**src/rtl/zigzag_rom_loader.sv**
```systemverilog
// zigzag_rom_loader: sequences the ioctl ROM download into the core write port, gating core reset on a validated load.
module zigzag_rom_loader #(
    parameter int EXPECT_BYTES = 20512,
    parameter int HOLD_CYCLES  = 1024
) (
    input  logic        clk_sys,
    input  logic        reset_n,
    input  logic        soft_reset,
    input  logic        ioctl_download,
    input  logic        ioctl_wr,
    input  logic [24:0] ioctl_addr,
    input  logic [7:0]  ioctl_dout,
    output logic [15:0] dn_addr,
    output logic [7:0]  dn_data,
    output logic        dn_wr,
    output logic        core_reset,
    output logic        load_ok,
    output logic        load_err,
    output logic [15:0] byte_count
);
    localparam int HW = $clog2(HOLD_CYCLES + 1);
    typedef enum logic [2:0] {IDLE, LOAD, HOLD, RUN, ERR} state_t;
    state_t state_q, state_d;
    logic [15:0] dn_addr_q, dn_addr_d, byte_count_q, byte_count_d;
    logic [7:0] dn_data_q, dn_data_d;
    logic [HW-1:0] hold_q, hold_d;
    logic dn_wr_q, dn_wr_d, core_reset_q, core_reset_d, load_ok_q, load_ok_d;
    logic load_err_q, load_err_d, ovf_q, ovf_d, wr_d_q, dl_d_q;
    logic wr_rise, dl_rise, dl_fall;
    always_comb begin
        wr_rise      = ioctl_wr & ~wr_d_q;
        dl_rise      = ioctl_download & ~dl_d_q;
        dl_fall      = ~ioctl_download & dl_d_q;
        state_d      = state_q;
        dn_addr_d    = dn_addr_q;
        dn_data_d    = dn_data_q;
        dn_wr_d      = 1'b0;
        load_ok_d    = load_ok_q;
        load_err_d   = load_err_q;
        byte_count_d = byte_count_q;
        hold_d       = hold_q;
        ovf_d        = ovf_q;
        if (dl_rise) begin
            state_d      = LOAD;
            byte_count_d = '0;
            ovf_d        = 1'b0;
            load_ok_d    = 1'b0;
            load_err_d   = 1'b0;
        end else begin
            case (state_q)
                LOAD: begin
                    // the dl_fall cycle still carries a valid strobe, so it is handled before the verdict
                    if (wr_rise && (ioctl_download || dl_d_q)) begin
                        if (ioctl_addr < 25'(EXPECT_BYTES)) begin
                            dn_addr_d    = ioctl_addr[15:0];
                            dn_data_d    = ioctl_dout;
                            dn_wr_d      = 1'b1;
                            byte_count_d = byte_count_q + (byte_count_q != 16'hFFFF ? 16'd1 : 16'd0);
                        end else begin
                            ovf_d = 1'b1;
                        end
                    end
                    if (dl_fall) begin
                        if (byte_count_d == 16'(EXPECT_BYTES) && !ovf_d) begin
                            state_d = HOLD;
                            hold_d  = '0;
                        end else begin
                            state_d    = ERR;
                            load_err_d = 1'b1;
                        end
                    end
                end
                HOLD: begin
                    if (soft_reset) begin
                        hold_d = '0;
                    end else if (hold_q == HW'(HOLD_CYCLES - 1)) begin
                        state_d   = RUN;
                        load_ok_d = 1'b1;
                    end else begin
                        hold_d = hold_q + HW'(1);
                    end
                end
                RUN: begin
                    if (soft_reset) begin
                        state_d = HOLD;
                        hold_d  = '0;
                    end
                end
                default: ;
            endcase
        end
        core_reset_d = state_d != RUN;
    end
    always_ff @(posedge clk_sys or negedge reset_n) begin
        if (!reset_n) begin
            state_q      <= IDLE;
            dn_addr_q    <= '0;
            dn_data_q    <= '0;
            dn_wr_q      <= 1'b0;
            core_reset_q <= 1'b1;
            load_ok_q    <= 1'b0;
            load_err_q   <= 1'b0;
            byte_count_q <= '0;
            hold_q       <= '0;
            ovf_q        <= 1'b0;
            wr_d_q       <= 1'b0;
            dl_d_q       <= 1'b0;
        end else begin
            state_q      <= state_d;
            dn_addr_q    <= dn_addr_d;
            dn_data_q    <= dn_data_d;
            dn_wr_q      <= dn_wr_d;
            core_reset_q <= core_reset_d;
            load_ok_q    <= load_ok_d;
            load_err_q   <= load_err_d;
            byte_count_q <= byte_count_d;
            hold_q       <= hold_d;
            ovf_q        <= ovf_d;
            wr_d_q       <= ioctl_wr;
            dl_d_q       <= ioctl_download;
        end
    end
    assign dn_addr    = dn_addr_q;
    assign dn_data    = dn_data_q;
    assign dn_wr      = dn_wr_q;
    assign core_reset = core_reset_q;
    assign load_ok    = load_ok_q;
    assign load_err   = load_err_q;
    assign byte_count = byte_count_q;
endmodule

```
**config.mk**
```make
export PLATFORM = sky130hd
export DESIGN_NAME = zigzag_rom_loader
export DESIGN_NICKNAME = d
export VERILOG_FILES = /design/src/rtl/zigzag_rom_loader.sv
export SDC_FILE = /design/constraint.sdc
export NUM_CORES = 1
export LEC_CHECK = 0
export CORE_ASPECT_RATIO = 1.4
export CORE_MARGIN = 4
export CORE_UTILIZATION = 45
export DETAILED_ROUTE_END_ITERATION = 16
export GPL_TIMING_DRIVEN = 0
export PLACE_DENSITY = 0.81
export SKIP_LAST_GASP = 1
export SYNTH_ARGS = -nofsm -noshare
export SYNTH_HDL_FRONTEND = slang
export SYNTH_SLANG_ARGS = --single-unit
```
**constraint.sdc**
```tcl
create_clock -name clk_sys -period 3.45 [get_ports clk_sys]
set_clock_uncertainty 0.15 [all_clocks]
set_input_delay 0.345 -clock clk_sys [delete_from_list [all_inputs] [get_ports clk_sys]]
set_output_delay 0.345 -clock clk_sys [all_outputs]
set_load 0.01 [all_outputs]
```
==> results.tsv <==
stage	metric	value	unit
timing	min_period	3.74	ns
synth	synth_flop_cell	dfrtp_1	
setup_path	crit_buf_inv	2	
clock_tree	clockBufferDepth	2	
synth	async_reset_ff_frac	1.00	
die	dieArea	0.00911	mm²
global_route	antenna_found_initial	0	
placed_design	place.gp.congestion	0.872	
die	ioPinCount	82	
synth	yosysSeqAreaShare	0.445	
clock_tree	insertion_delay	0.36	ns
timing	min_period_over_period	1.08	
synth	syn-cell-area	0.00343	mm²
clock_tree	cts_tree	built	
synth	synth_top_area_frac	0.437	
global_route	use_met1	0.251	
final_layout	antenna_cells	0	
synth	synthXorXnorAreaFrac	0.0408	
timing	max_freq	268	MHz
run_status	status	finished with violations	
synth	synth_top_family_by_area	simple AND/OR/NAND/NOR gates	
global_route	grt_use_met2	0.383	
synth	synth_edf_count	0	
die	initial_core_util	0.464	
setup_path	cp_max_fo	4	
synth	synthMuxAreaShare	0.0783	
route	vias	3397	
global_route	grt_pass1_wl	15800	µm
global_route	grt_pass1_vias	3325	
synth	synth_common_cells	60 x dfrtp_1, 39 x nand2_1, 36 x nor2_1	
final_layout	fin_cells	583	
route	wirelength	10000	µm
timing	maxSlewViolCount	0	
run_status	failed_checks	setup timing	
timing	rsz0062_at_grt	yes	
clock_tree	root_buffer	clkbuf_8	
synth	syn_inst	362	
synth	synth_area_leaders	dfrtp_1 44%, mux2_2 7.5%, nand2_1 4.3%	
setup_path	critPathLaunch	byte_count[13]$_DFFE_PN0P_	
flow_run	drv_cap	0	
route	first_iter_violations	275	
setup_path	slowest_stage	or4_4	
synth	synth_cell_types	59	
setup_path	cp.required	3.53	ns
placed_design	place_inst	541	
die	rows	37	
clock_tree	htreeDepth	3	
setup_path	end_kind	flop	
setup_path	arrival	3.82	ns
power	power_leakage	1.97	nW
route	routedWlPerCell	17.2	µm
final_layout	syn_to_final_growth	43.9	%
timing	finalHoldViolCount	0	
placed_design	pre_cts_ws	-0.474	ns
timing	slew_headroom	0.344	
global_route	grt_use_total	0.224	
die	core_area	0.00741	mm²
placed_design	hpwl	6790	µm
setup_path	cpMostUsedCell	ha_4	
hold_path	min_from	ioctl_wr	
setup_path	cpPeakStageDelay	0.56	ns
power	ir_drop	0.000259	V
global_route	grt_util_met3	0.0485	
synth	synth_fa_ha_area_frac	0.0219	
synth	yosysTopAreaCell	dfrtp_1	
timing	tightestPinTransition	0.982	ns
route	antenna_left	0	
setup_path	rr_startpoint	byte_count[13]$_DFFE_PN0P_	
global_route	grt-ovfl-total	0	
die	die_width	81.8	µm
synth	synth_nets	406	
synth	avgSynthCellArea	9.49	µm²
timing	hold_slack	0.324	ns
setup_path	path_class	reg -> reg	
route	route.detailed.drc	0	
global_route	grt_busiest_layer	met2	
final_layout	final_layout_size_suffix_gt1_frac	0.224	
clock_tree	cts_sinks	61	
synth	synth-simple-area-share	0.270	
final_layout	fin_nets	525	
route	vias_per_cell	5.83	
synth	synth_compound_area_frac	0.116	
power	power_density	327	mW/mm²
hold_path	hp-class	in -> reg	
timing	finalSetupViolations	14	
global_route	grt_start_max_net_pins	37	
die	die-height	111	µm
final_layout	finalInstanceArea	0.00494	mm²
setup_path	cpLargestDelayFamily	simple AND/OR/NAND/NOR gates	
clock_tree	cts_buffers	9	
route	dr.pass1.iters	5	
setup_path	critical_path.cell_chain	nand4_1, nor2_4, nand2_2, or4_4, ha_4, ha_4, buf_6, nand3_4, nor3_1, nand4b_1, a221o_1, a2111o_1, buf_4, nor4_2, nor2_1	
synth	yosysMostFrequentCell	dfrtp_1	
placed_design	port_buffers	81	
synth	synth_warnings	0	
clock_tree	clk_pin_slew_worst_paths	0.08	ns
synth	synth_seq_cells	61	
timing	setup_slack	-0.287	ns
final_layout	utilization	0.667	
setup_path	worstSetupStartpointType	flop	
placed_design	place_area	0.00445	mm²
## worst reg2reg max path, delay by kind of cell, from the launching register on
kind / cells / cell delay (ns)
simple gates: 9 / 1.63
flops: 1 / 0.40
buf+inv: 2 / 0.28
compound gates: 2 / 0.81
fa+ha+maj: 2 / 0.36
## sequential cells by signal (all words and copies together) (netlist names)
name / count
load_err: 1
byte_count: 16
dl_d_q: 1
hold_q: 11
load_ok: 1
dn_addr: 16
wr_d_q: 1
state_q: 3
dn_wr: 1
core_reset: 1
ovf_q: 1
dn_data: 8
## layout make-up
| class | count | area [µm²] |
|---|---|---|
| fill | 574 | 2460 |
| multi-input combinational | 278 | 1940 |
| sequential | 61 | 1530 |
| timing repair buffer | 111 | 1060 |
| clock buffer | 10 | 128 |
| tap | 97 | 121 |
| buffer | 14 | 71.3 |
| clock inverter | 6 | 63.8 |
| inverter | 6 | 22.5 |
## power breakdown
part | switching, mW | internal (mW)
logic | 0.129 | 0.0936
registers | 0.0138 | 0.731
clock network | 0.315 | 0.332
total | 0.457 | 1.16
## final timing paths
| kind | to | slack (ns) | cells after the start |
|---|---|---|---|
| max | hold_q[2]$_DFFE_PN0P_ | -0.29 | 15 |
| min | wr_d_q$_DFF_PN0_ | 0.32 | 1 |
| max reg2reg | hold_q[2]$_DFFE_PN0P_ | -0.29 | 15 |
| min reg2reg | load_err$_DFFE_PN0P_ | 0.34 | 2 |
| max in group asynchronous | dn_addr[6]$_DFFE_PN0P_ | 2.12 | 3 |
| min in group asynchronous | byte_count[11]$_DFFE_PN0P_ | 0.41 | 2 |
## cells by family (layout without fill, tap and decap cells)
logic type / Yosys count / count (layout)
simple gates: 172 / 172
flops: 61 / 61
mux: 24 / 24
buf+inv: 23 / 147
xor+xnor: 16 / 16
compound gates: 60 / 60
fa+ha+maj: 6 / 6
## what timing repair did
action,CTS,global route
resized for setup,8,24
setup buffers,13,16
endpoints found under the hold margin,24,0
cloned,1,0
hold buffers,1,0
pin swaps,11,21
endpoints found under the setup margin,14,14
## cells in the final DEF (no fill, tap or decap), drive strengths merged, types with 3 or more instances in the layout
cell type	synthesis	routed
a211o	3	3
a211oi	3	3
a21oi	26	26
and2	3	3
and3	6	6
buf	4	35
clkbuf	13	19
clkdlybuf4s50	0	80
clkinv	0	3
dfrtp	60	60
ha	6	6
inv	6	6
mux2	23	23
nand2	39	39
nand2b	5	5
nand3	23	23
nand4	10	10
nor2	36	36
nor2b	4	4
nor3	20	20
nor4	6	6
o211ai	3	3
o21a	3	3
o21ai	8	8
or3	6	6
xnor2	11	11
xor2	5	5
## metrics by stage
step	setup TNS [ns]	total power, mW
floorplan	-0.945	0.859
global placement	-12.32	0.960
detailed placement	-5.47	0.968
CTS	-2.20	1.61
global route	-5.33	1.68
finish	-3.27	1.61
## routing by layer
metal	vias to the layer above	wire (µm)
li1	1559	-
met1	1658	3650
met2	146	5500
met3	34	553
met4	0	333
met5	-	0
No activity file was read; power rests on OpenSTA's default activity.
